### config.mk
export PLATFORM = sky130hd
export DESIGN_NAME = das_sum_sequencer
export DESIGN_NICKNAME = d
export VERILOG_FILES = /design/src/rtl/das_sum_sequencer.sv
export SDC_FILE = /design/constraint.sdc
export NUM_CORES = 1
export LEC_CHECK = 0
export CORE_UTILIZATION = 40
export DETAILED_ROUTE_END_ITERATION = 7
export SYNTH_ARGS = -nofsm -noshare
export SYNTH_HDL_FRONTEND = slang
export SYNTH_SLANG_ARGS = --single-unit
### constraint.sdc
create_clock -name clk -period 3.3 [get_ports clk]
set_input_delay 0.66 -clock clk [delete_from_list [all_inputs] [get_ports clk]]
set_output_delay 0.66 -clock clk [all_outputs]
set_load 0.02 [all_outputs]
### src/rtl/das_sum_sequencer.sv
// das_sum_sequencer: walks the delay table per (channel, sample), fetches delayed samples and writes per-sample channel sums
module das_sum_sequencer #(
    parameter int NUM_CH     = 8,
    parameter int NUM_SAMP   = 768,
    parameter int DATA_W     = 32,
    parameter int SUM_W      = 40,
    parameter int ADDR_W     = 13,
    parameter int SUM_ADDR_W = 10,
    parameter int PROC_DEPTH = 6144
) (
    input  logic                  clk,
    input  logic                  reset,
    input  logic                  start,
    input  logic [ADDR_W-1:0]     dly_base,
    output logic                  busy,
    output logic                  done,
    output logic                  err,
    output logic                  dly_rd_en,
    output logic [ADDR_W-1:0]     dly_rd_addr,
    input  logic [ADDR_W-1:0]     dly_rd_data,
    output logic                  proc_rd_en,
    output logic [ADDR_W-1:0]     proc_rd_addr,
    input  logic [DATA_W-1:0]     proc_rd_data,
    output logic                  sum_wr_en,
    output logic [SUM_ADDR_W-1:0] sum_wr_addr,
    output logic [SUM_W-1:0]      sum_wr_data
);
    localparam int CW = NUM_CH > 1 ? $clog2(NUM_CH) : 1;
    localparam int TW = NUM_SAMP > 1 ? $clog2(NUM_SAMP) : 1;

    typedef enum logic [1:0] {IDLE, RUN, DRAIN, DONE} state_t;

    state_t state, state_n;
    logic [CW-1:0] c, c_n, s1_c, s2_c;
    logic [TW-1:0] t, t_n, s1_t, s2_t;
    logic [ADDR_W-1:0] base;
    logic s1_v, s2_v, s2_zero, last_c, last, proc_ok;
    logic [SUM_W-1:0] acc, acc_n, term;

    assign last_c  = c == CW'(NUM_CH - 1);
    assign last    = last_c && t == TW'(NUM_SAMP - 1);
    assign c_n     = last_c ? '0 : c + 1'b1;
    assign t_n     = last_c ? t + 1'b1 : t;
    assign proc_ok = s1_v && ({1'b0, dly_rd_data} < (ADDR_W + 1)'(PROC_DEPTH));
    assign proc_rd_en   = proc_ok;
    assign proc_rd_addr = proc_ok ? dly_rd_data : '0;
    assign term  = s2_zero ? '0 : {{(SUM_W - DATA_W){proc_rd_data[DATA_W-1]}}, proc_rd_data};
    assign acc_n = s2_c == '0 ? term : acc + term;

    // state register
    always_ff @(posedge clk) begin
        if (reset) state <= IDLE;
        else       state <= state_n;
    end

    // next-state: run until the last issue, then drain the two pipeline stages
    always_comb begin
        state_n = state == IDLE  ? (start ? RUN : IDLE) :
                  state == RUN   ? (last ? DRAIN : RUN) :
                  state == DRAIN ? (s1_v || s2_v ? DRAIN : DONE) : IDLE;
    end

    // FSM outputs decoded from the registered state
    always_comb begin
        busy      = state == RUN || state == DRAIN;
        done      = state == DONE;
        dly_rd_en = state == RUN;
    end

    // issue counters and delay-table address, one issue per RUN cycle
    always_ff @(posedge clk) begin
        if (reset) begin
            c           <= '0;
            t           <= '0;
            base        <= '0;
            dly_rd_addr <= '0;
        end else if (state == IDLE && start) begin
            c           <= '0;
            t           <= '0;
            base        <= dly_base;
            dly_rd_addr <= dly_base;
        end else if (state == RUN) begin
            c           <= c_n;
            t           <= t_n;
            dly_rd_addr <= last ? '0 : base + ADDR_W'(c_n) * ADDR_W'(NUM_SAMP) + ADDR_W'(t_n);
        end
    end

    // pipeline tags follow each issue through the two RAM latencies
    always_ff @(posedge clk) begin
        if (reset) begin
            s1_v    <= 1'b0;
            s1_c    <= '0;
            s1_t    <= '0;
            s2_v    <= 1'b0;
            s2_c    <= '0;
            s2_t    <= '0;
            s2_zero <= 1'b0;
        end else begin
            s1_v    <= dly_rd_en;
            s1_c    <= c;
            s1_t    <= t;
            s2_v    <= s1_v;
            s2_c    <= s1_c;
            s2_t    <= s1_t;
            s2_zero <= !proc_ok;
        end
    end

    // sticky out-of-range flag, cleared when a frame is accepted
    always_ff @(posedge clk) begin
        if (reset)                     err <= 1'b0;
        else if (state == IDLE && start) err <= 1'b0;
        else if (s1_v && !proc_ok)     err <= 1'b1;
    end

    // accumulate channel terms and emit the sum on the last channel
    always_ff @(posedge clk) begin
        if (reset) begin
            acc         <= '0;
            sum_wr_en   <= 1'b0;
            sum_wr_addr <= '0;
            sum_wr_data <= '0;
        end else begin
            sum_wr_en <= s2_v && s2_c == CW'(NUM_CH - 1);
            if (s2_v) acc <= acc_n;
            if (s2_v && s2_c == CW'(NUM_CH - 1)) begin
                sum_wr_addr <= SUM_ADDR_W'(s2_t);
                sum_wr_data <= acc_n;
            end
        end
    end
endmodule

==> summary.txt, run 1 <==
max_cap viols = 0
Routed wire per std cell = 15.8 um
slowest stage delay, CP = 0.51 ns
Sequential Power Share = 41.7%
synthesized area = 9200 sq um
Finished Layout Cells = 1692
Final Util = 58.6%
Cell Count Post-Placement = 1637
DRC Markers = 0
Clock Power Share = 40.5%
failing checks = negative setup slack
worst-case clock buffer depth = 2
Slew HR = 30.1%
Inserted Diodes = 0
Starting Density = 40.8%
cell-internal power = 0.00344 W
Routed Antenna Nets = 0
clk_skew = 0.0133 ns
FF+latch count, synth = 162
clock tree root driver cell = clkbuf_16
Final Max Tran Viols = 0
Slew @ Worst Pin = 1.05 ns
CP required = 3.61 ns
status = finished, violations left
Buf/Inv on CP = 3
syn nets = 1276
Hold Worst Slack = 0.435 ns
Post-synth EDFFs = 0
vias = 8957
Pwr per Cell Area = 370 nW/um^2
H-tree depth = 4
Detailed Routing Iterations Pass 1 = 7
crit path cell chain = ha_4, ha_4, buf_6, and4_4, and3_4, and3_4, nand3_4, xor2_2, fa_1, inv_2, ha_4, and3_4, o211ai_1, nand3_1, buf_4, nor2_4, xor2_1, o22ai_1
total CTS buffers = 17
Sw Ratio = 29.6%
first-pass GRT wire length = 41400 um
die height = 154 um
GRT Resource Usage Total = 21.7%
Synth area leader = dfxtp_1
final WL = 26700 um
WS Path Type = register to register
Port Buffers = 142
I/O pins = 143
Seq/Total Area, Yosys = 35.2%
# rows = 55
Crit-path slowest cell = fa_1
mean post-synth cell area = 8.07 sq um
Netlist cell types = 65
clk_lat worst skew = 0.44 ns
vias in the first global route = 8348
synthesized netlist cell count = 1140
# nets final = 1530
FFs w/ async S/R, synth = 0%
ys flop type = dfxtp_1
Vias/cell = 5.29
Max VDD drop = 0.335 mV
slack of the critical path = -0.0774 ns
Core Area = 22600 sq um
Hold Vio Cnt, Final = 0
Overall Power = 0.00489 W
HPWL after DPL = 18600 um
Hold WC Path Type = register to register
clk slew on worst S/H paths = 0.07 ns
CP arrival = 3.68 ns
Hold Buf Count CTS = 0
1st-iter DRT viols = 456
area grow syn2layout = 43.7%
gpl congestion = 0.888
CP endpoint kind = register
die area = 23600 sq um
Logic pwr share = 17.8%
Synth area leaders = dfxtp_1 35%, ha_1 9.5%, nand2_1 5.6%
Ys Warns = 0
Die Width = 154 um
unrepaired setup endpoints after global routing = yes
CP startpoint kind = register
largest net degree at the start of global routing = 64
CP Max Fanout = 3
Final min period = 3.38 ns
grt ovf = 0
fmax = 0.296 GHz
delay-heaviest family, CP = simple AND/OR/NAND/NOR gates
NetSw = 0.00145 W
initial antenna violation count = 0
clk sinks = 162
fin crit share = 102%
Lkg Pwr = 5.43 nW
top-area cell type share of the netlist area = 35.2%
share of layout cells above drive strength 1 = 21.6%
CTS tree = done
count of final setup violators = 2
cell type report:
cell class | instances | area [sq um]
inverters | 30 | 113
fillers | 2032 | 9350
multi-input cells | 873 | 6150
well taps | 285 | 357
clock inverters | 15 | 161
clock buffers | 17 | 425
repair buffers | 310 | 2770
flip-flops and latches | 162 | 3250
routing by layer:
metal	track usage (%)	vias up	part of all wire (%)
met1	29.6	4175	47
met2	35.3	231	46
met3	3.86	37	5.0
met4	5.38	0	1.5
met5	0	-	0
li1	-	4514	-
worst register-to-register path, stage by stage, from the launching register on:
cell	delay, ns
dfxtp_2	0.35
ha_4	0.14
ha_4	0.15
buf_6	0.12
and4_4	0.21
and3_4	0.19
and3_4	0.21
nand3_4	0.08
xor2_2	0.17
fa_1	0.51
inv_2	0.05
ha_4	0.21
and3_4	0.16
o211ai_1	0.08
nand3_1	0.15
buf_4	0.17
nor2_4	0.07
xor2_1	0.14
o22ai_1	0.08
per-stage QoR:
step / worst slack (ns) / setup TNS, ns / area, sq um
2_1_floorplan: 0.0187 / 0 / 9250
3_3_place_gp: -0.490 / -17.19 / 11800
3_5_place_dp: -0.547 / -20.21 / 11800
4_1_cts: -0.167 / -0.295 / 12600
5_1_grt: -0.189 / -0.546 / 13200
6_report: -0.0774 / -0.107 / 13200
worst paths after layout:
check	from	endpoint	slack, ns	cells after the start
worst max-delay path	c[1]	dly_rd_addr[10]	-0.08	18
worst min-delay path	s2_t[9]	sum_wr_addr[9]	0.43	2
worst max register to register	c[1]	dly_rd_addr[10]	-0.08	18
worst min register to register	s2_t[9]	sum_wr_addr[9]	0.43	2
synthesized netlist by cell type, types with 8 or more instances:
master,number
and2_1,17
o21ai_0,43
nand2_1,137
a311oi_1,9
nor3_1,17
nor2_1,131
nor2b_1,59
o22ai_1,9
xnor2_1,29
nand3_1,17
a21oi_1,93
mux2i_1,13
clkbuf_1,68
a31oi_1,11
inv_1,30
xor2_1,29
and3_1,10
o211ai_1,8
a21boi_0,9
ha_1,70
a21o_1,15
nand2b_1,8
nand4_1,10
dfxtp_1,162
a211oi_1,43
flip-flops by register name, summed over array words and instances (netlist names):
name and cells:
state 2, dly_rd_addr 13, s1_v 1, s2_zero 1, t 10, sum_wr_data 40
sum_wr_en 1, s2_c 3, s1_t 10, acc 40, c 3, s2_v 1
err 1, base 13, sum_wr_addr 10, s2_t 10, s1_c 3
what timing repair did:
action | 4_1_cts | 5_1_grt
setup buffers | 2 | 19
cloned | 0 | 3
pin swaps | 20 | 56
endpoints found under the setup margin | 24 | 38
resized for setup | 31 | 91
power by group through the flow:
stage                     clock (W)  sequential (W)  combinational [W]
after global routing        0.00210         0.00204           0.000952
after global placement            0         0.00208           0.000781
after floorplan                   0         0.00208           0.000439
after CTS                   0.00202         0.00203           0.000800
final                       0.00198         0.00204           0.000873
after detailed placement          0         0.00208           0.000783
cells by family (layout without fill, tap and decap cells):
group	Yosys count	after routing	share of synthesized area, %
and+or+nand+nor	431	431	21.8
AOI/OAI and AO/OA	295	295	21.0
DFF	162	162	35.2
buffers and inverters	105	372	4.30
adders and majority gates	75	75	10.6
xor gates and xnor gates	58	58	5.52
muxes	14	14	1.54
cell usage in the layout (no fill, tap or decap), types with 6 or more instances in the layout:
cell type        instances
mux2i_1                 13
clkdlybuf4s50_1        135
and2_1                  17
o211ai_1                 8
xnor2_1                 28
o21a_1                   7
nand2_1                136
xor2_1                  26
nor2_1                 129
nand4_1                 10
and3_1                   6
nor3_1                  16
a31oi_1                 10
nand2b_1                 7
o21ai_2                  7
dfxtp_1                158
a21boi_0                 6
o21ai_0                 38
nand3_1                 16
ha_1                    52
a21oi_2                  9
inv_1                   28
nor2b_2                  9
a21o_1                  15
a211oi_1                39
a21oi_1                 83
dlymetal6s2s_1           6
nor2b_4                  7
a311oi_1                 8
ha_4                    16
clkbuf_16               19
o22ai_1                  8
nor2b_1                 43
buf_4                  160
(Power assumes the default switching activity.)
==> inputs of run 2 (changes only) <==
Settings changed: SLEW_MARGIN set to 20.
Clock period 3.3 ns to 3.84 ns, I/O delays scaled along.
==> run 2 against run 1 <==
The run now ends clean. Critical path type is now input port to register. Die area is the same. Largest power group unchanged. Via count fell by 5.7%. Routed wire length down 9.7%. Register-to-register slack better by 0.31 ns. Highest routed layer unchanged.
==> summary.txt, run 2 (synthesis gave the netlist of run 1 again) <==
CP startpoint kind = input port
I/O pins = 143 (unchanged)
top flop regs = acc: 40 flops, sum_wr_data: 40 flops
reg-to-reg startpoint = c[0]
Hold Vio Cnt, Final = 0 (unchanged)
Slew @ Worst Pin = 0.983 ns (-0.0657 ns)
Port Buffers = 142 (unchanged)
commonest non-fill, non-tap cell in the layout = dfxtp_1
WS Path Type = input port to register
CP required = 4.21 ns (+0.60 ns)
total CTS buffers = 17 (unchanged)
Finished Layout Cells = 1596 (-5.7%)
clk_lat worst skew = 0.44 ns (about the same)
initial antenna violation count = 0 (unchanged)
Vias/cell = 5.29 (about the same)
die height = 154 um (unchanged)
Hold WC Path Type = register to register
gpl congestion = 0.850 (-4.3%)
Pwr per Cell Area = 341 nW/um^2 (-7.8%)
Slew HR = 34.5% (+4.4 points)
Detailed Routing Iterations Pass 1 = 5 (-2)
clk_skew = 0.0170 ns (+0.00374 ns)
die area = 23600 sq um (unchanged)
clk sinks = 162 (unchanged)
fin crit share = 94.4%
H-tree depth = 4 (unchanged)
hold path depth = 2 (unchanged)
Final min period = 3.62 ns
reg-to-reg setup timing slack = 0.23 ns (+0.31 ns)
grt ovf = 0 (unchanged)
hold endpoint = sum_wr_addr[2]
area grow syn2layout = 28.6%
largest net degree at the start of global routing = 81 (+27%)
vias = 8448 (-5.7%)
Routed Antenna Nets = 0 (unchanged)
CP arrival = 4.00 ns (+0.32 ns)
unrepaired setup endpoints after global routing = no
CP endpoint kind = register
clk slew on worst S/H paths = 0.07 ns (about the same)
R2R cell count = 15 (-3)
1st-iter DRT viols = 363 (-20%)
RR Endpoint = dly_rd_addr[12]
status = completed
clock tree root driver cell = clkbuf_16
Cell Count Post-Placement = 1564 (-4.5%)
CP Max Fanout = 5 (+2)
Core Area = 22600 sq um (unchanged)
GRT Resource Usage Total = 20.9% (-0.82 points)
CTS tree = done
Final Max Tran Viols = 0 (unchanged)
HPWL after DPL = 17500 um (-6.1%)
Inserted Diodes = 0 (unchanged)
count of final setup violators = 0 (-2)
max_cap viols = 0 (unchanged)
worst-case clock buffer depth = 2 (unchanged)
# fillers = 2231 (+9.8%)
most frequent cells in the layout = 161 x dfxtp_1, 141 x clkdlybuf4s50_1, 137 x nand2_1, 131 x nor2_1, 93 x a21oi_1
first-pass GRT wire length = 40100 um (-3.2%)
Hold Buf Count CTS = 0 (unchanged)
# nets final = 1434 (-6.3%)
vias in the first global route = 8145 (-2.4%)
fmax = 0.276 GHz
share of layout cells above drive strength 1 = 9.38% (-12 points)
Max VDD drop = 0.260 mV (-23%)
final WL = 24100 um (-9.7%)
Lkg Pwr = 4.73 nW (-13%)
Die Width = 154 um (unchanged)
final instance area = 11800 sq um (-11%)
Post-DP Area = 11300 sq um (-5.0%)
Routed wire per std cell = 15.1 um (-4.3%)
# rows = 55 (unchanged)
DRC Markers = 0 (unchanged)
Hold Startpoint = s2_t[2]
Starting Density = 40.8% (unchanged)
## run 2: how the worst max path moves through the flow
stage / from / endpoint / slack [ns] / cells after the start
finish: proc_rd_data[18] / acc[39] / 0.22 / 14
global route: c[0] / dly_rd_addr[12] / 0.005 / 15
CTS: c[1] / dly_rd_addr[11] / 0.06 / 16
detailed placement: proc_rd_data[1] / acc[39] / -0.14 / 15
global placement: proc_rd_data[18] / acc[39] / -0.10 / 14
floorplan: c[0] / dly_rd_addr[12] / 0.28 / 16
## run 2: routing by layer
layer  up-vias  part of all wire [%]  track usage [%]
li1       4328                     -                -
met5         -                     0                0
met4         0                   1.1             4.67
met3        19                   3.2             3.83
met1      3957                    48             26.9
met2       144                    47             36.1
## run 2: report_power, final
part	internal (W)	total, W	switching, W
logic	0.000284	0.000621	0.000338
clock network	0.000865	0.00167	0.000804
registers	0.00172	0.00175	0.0000282
## run 2: critical path, cell delays in order
cell and delay (ns):
clkdlybuf4s50_1 0.48, nor2b_1 0.17, ha_1 0.26, a211oi_1 0.25
nor2_1 0.11, a221o_1 0.34, a211oi_1 0.41, buf_4 0.19
a21o_1 0.11, a21oi_1 0.06, buf_4 0.15, or4_1 0.40
a31oi_1 0.18, a31o_2 0.12
## run 2: what timing repair did
item / CTS / global route
pin swaps: 0 / 3
resized for setup: 1 / 3
buffers inserted: 0 / 0
endpoints found under the setup margin: 1 / 3
## run 2: final cells by class
type	count	area [sq um]	share of cell area, %
Inverter	30	113	0.951
Multi-Input combinational cell	873	5580	47.1
Tap cell	285	357	3.01
Sequential cell	162	3240	27.4
Clock inverter	14	141	1.19
Clock buffer	18	429	3.63
Timing Repair Buffer	214	1970	16.7
## run 2: through the flow
step	setup WS, ns	total power [W]	TNS, ns	hold WS [ns]	utilization, %
after global placement	-0.101	0.00240	-0.509	0.419	49.9
after floorplan	0.276	0.00216	0	0.414	-
after CTS	0.0553	0.00407	0	0.439	52.4
after global routing	0.00494	0.00422	0	0.444	52.4
final	0.215	0.00404	0	0.434	52.4
after detailed placement	-0.137	0.00241	-1.05	0.420	49.9
==> inputs of run 3 (changes only) <==
Settings changed: CELL_PAD_IN_SITES_DETAIL_PLACEMENT set to 1, CELL_PAD_IN_SITES_GLOBAL_PLACEMENT set to 2, CORE_UTILIZATION 40 to 32, PLACE_DENSITY_LB_ADDON set to 0.1.
==> run 3 against run 2 <==
Cell count is 7.7% higher. Clock-buffer cell count stayed put. Clock skew rose by 0.0034 ns. Fmax rose by 0.67%.
==> summary.txt, run 3 (synthesis gave the netlist of run 1 again) <==
Max VDD drop = 0.263 mV (+1.2%)
Port Buffers = 142 (unchanged)
GRT Resource Usage Total = 20.7% (-0.19 points)
fmax = 0.278 GHz (+0.67%)
worst-case clock buffer depth = 2 (unchanged)
Final min period = 3.60 ns (-0.0241 ns)
CP arrival = 3.98 ns (-0.02 ns)
DRC Markers = 0 (unchanged)
clk_lat worst skew = 0.45 ns (about the same)
CTS tree = done
# rows = 61 (+11%)
commonest non-fill, non-tap cell in the layout = dfxtp_1
reg-to-reg setup timing slack = 0.30 ns (+0.07 ns)
grt ovf = 0 (unchanged)
area grow syn2layout = 33.0%
vias = 8735 (+3.4%)
Detailed Routing Iterations Pass 1 = 5 (unchanged)
Pwr per Cell Area = 349 nW/um^2 (+2.2%)
Hold Buf Count CTS = 0 (unchanged)
Slew HR = 40.0% (+5.6 points)
gpl congestion = 0.854 (+0.52%)
Final Max Tran Viols = 0 (unchanged)
fin crit share = 93.8% (-0.63 points)
H-tree depth = 4 (unchanged)
Hold WC Path Type = register to register
count of final setup violators = 0 (unchanged)
CP required = 4.22 ns (about the same)
reg-to-reg startpoint = c[1]
die height = 172 um (+12%)
Hold Startpoint = s1_c[2]
Routed Antenna Nets = 0 (unchanged)
CP endpoint kind = register
Core Area = 28000 sq um (+24%)
HPWL after DPL = 21200 um (+21%)
clock tree root driver cell = clkbuf_16
hold endpoint = s2_c[2]
clk_skew = 0.0204 ns (+0.00336 ns)
Die Width = 172 um (+12%)
Slew @ Worst Pin = 0.896 ns (-0.0869 ns)
initial antenna violation count = 0 (unchanged)
CP Max Fanout = 2 (-3)
Starting Density = 32.8% (-7.9 points)
die area = 29400 sq um (+25%)
top flop regs = acc: 40 flops, sum_wr_data: 40 flops
Routed wire per std cell = 16.9 um (+12%)
vias in the first global route = 9034 (+11%)
Hold Vio Cnt, Final = 0 (unchanged)
Overall Power = 0.00427 W (+5.7%)
1st-iter DRT viols = 292 (-20%)
status = completed
R2R cell count = 15 (unchanged)
# nets final = 1464 (+2.1%)
RR Endpoint = dly_rd_addr[12]
max_cap viols = 0 (unchanged)
Inserted Diodes = 0 (unchanged)
first-pass GRT wire length = 47400 um (+18%)
final WL = 29000 um (+21%)
# fillers = 3380 (+52%)
clk slew on worst S/H paths = 0.08 ns (about the same)
share of layout cells above drive strength 1 = 11.5% (+2.1 points)
setup_tns = 0 ns (unchanged)
WS Path Type = input port to register
Lkg Pwr = 4.91 nW (+3.7%)
CP startpoint kind = input port
clk sinks = 162 (unchanged)
unrepaired setup endpoints after global routing = no
hold path depth = 1 (-1)
most frequent cells in the layout = 161 x dfxtp_1, 141 x clkdlybuf4s50_1, 137 x nand2_1, 131 x nor2_1, 102 x buf_4
I/O pins = 143 (unchanged)
Vias/cell = 5.08 (-4.0%)
largest net degree at the start of global routing = 79 (-2.5%)
total CTS buffers = 17 (unchanged)
run 3: cell count changes in the layout (fill, tap and decap cells not counted):
cell,change
clkinv_2,-1
a21oi_1,-1
inv_8,-1
inv_6,-1
buf_4,+30
clkinv_8,-2
a21oi_2,+1
ha_4,+1
bufinv_16,+3
clkinv_4,+2
o21ai_1,+1
ha_2,-1
o21ai_0,-1
run 3: how the worst max path moves through the flow:
stage	start	to	slack, ns	cells after the start
after floorplan	c[0]	dly_rd_addr[12]	0.28	16
after global placement	proc_rd_data[18]	acc[39]	-0.16	14
after detailed placement	proc_rd_data[18]	sum_wr_data[35]	-0.16	13
after CTS	c[1]	dly_rd_addr[11]	0.006	16
after global routing	proc_rd_data[18]	sum_wr_data[35]	0.02	13
final	proc_rd_data[18]	sum_wr_data[35]	0.24	13
run 3: repair_timing:
| action | CTS | global route |
|---|---|---|
| resized for setup | 0 | 7 |
| buffers inserted | 0 | 0 |
| endpoints found under the setup margin | 0 | 3 |
run 3: routing by layer:
metal	track usage, %	wire length [um]	up-vias
met1	26.5	13800	4207
met3	2.90	801	23
li1	-	-	4376
met5	0	0	-
met2	35.8	14000	129
met4	6.29	375	0
run 3: cell type report:
class,count,area (sq um),area share (%)
Clock buffer,18,429,3.51
Clock inverter,14,191,1.56
Timing Repair Buffer,244,2200,17.9
Tap cell,378,473,3.86
Sequential cell,162,3240,26.5
Multi-Input combinational cell,873,5590,45.7
Inverter,30,113,0.920
run 3: where the power goes:
| part | leakage, nW | switching [W] | internal (W) |
|---|---|---|---|
| Combinational | 3.30 | 0.000365 | 0.000305 |
| Sequential | 1.31 | 0.0000255 | 0.00172 |
| Clock | 0.298 | 0.000805 | 0.00105 |
| Total | 4.91 | 0.00120 | 0.00307 |
run 3: worst max-delay path, stage by stage:
cell and delay, ns:
clkdlybuf4s50_1 0.45, nor2b_1 0.19, ha_1 0.28, a211oi_1 0.29, nor2_1 0.11, a221o_1 0.32
a211oi_1 0.36, a21boi_0 0.20, a21oi_1 0.32, buf_4 0.18, mux2i_1 0.23, nand3_1 0.11
a21oi_1 0.18
run 3: stage by stage:
| step | area [sq um] | cells | worst slack (ns) | hold WS (ns) | util [%] |
|---|---|---|---|---|---|
| 2_1_floorplan | 9200 | 1140 | 0.276 | 0.414 | - |
| 4_1_cts | 12200 | 1719 | 0.00582 | 0.440 | 43.6 |
| 5_1_grt | 12200 | 1719 | 0.0187 | 0.453 | 43.7 |
| 3_5_place_dp | 11600 | 1687 | -0.158 | 0.424 | 41.4 |
| 6_report | 12200 | 1719 | 0.240 | 0.437 | 43.7 |
| 3_3_place_gp | 11600 | 1687 | -0.161 | 0.418 | 41.4 |
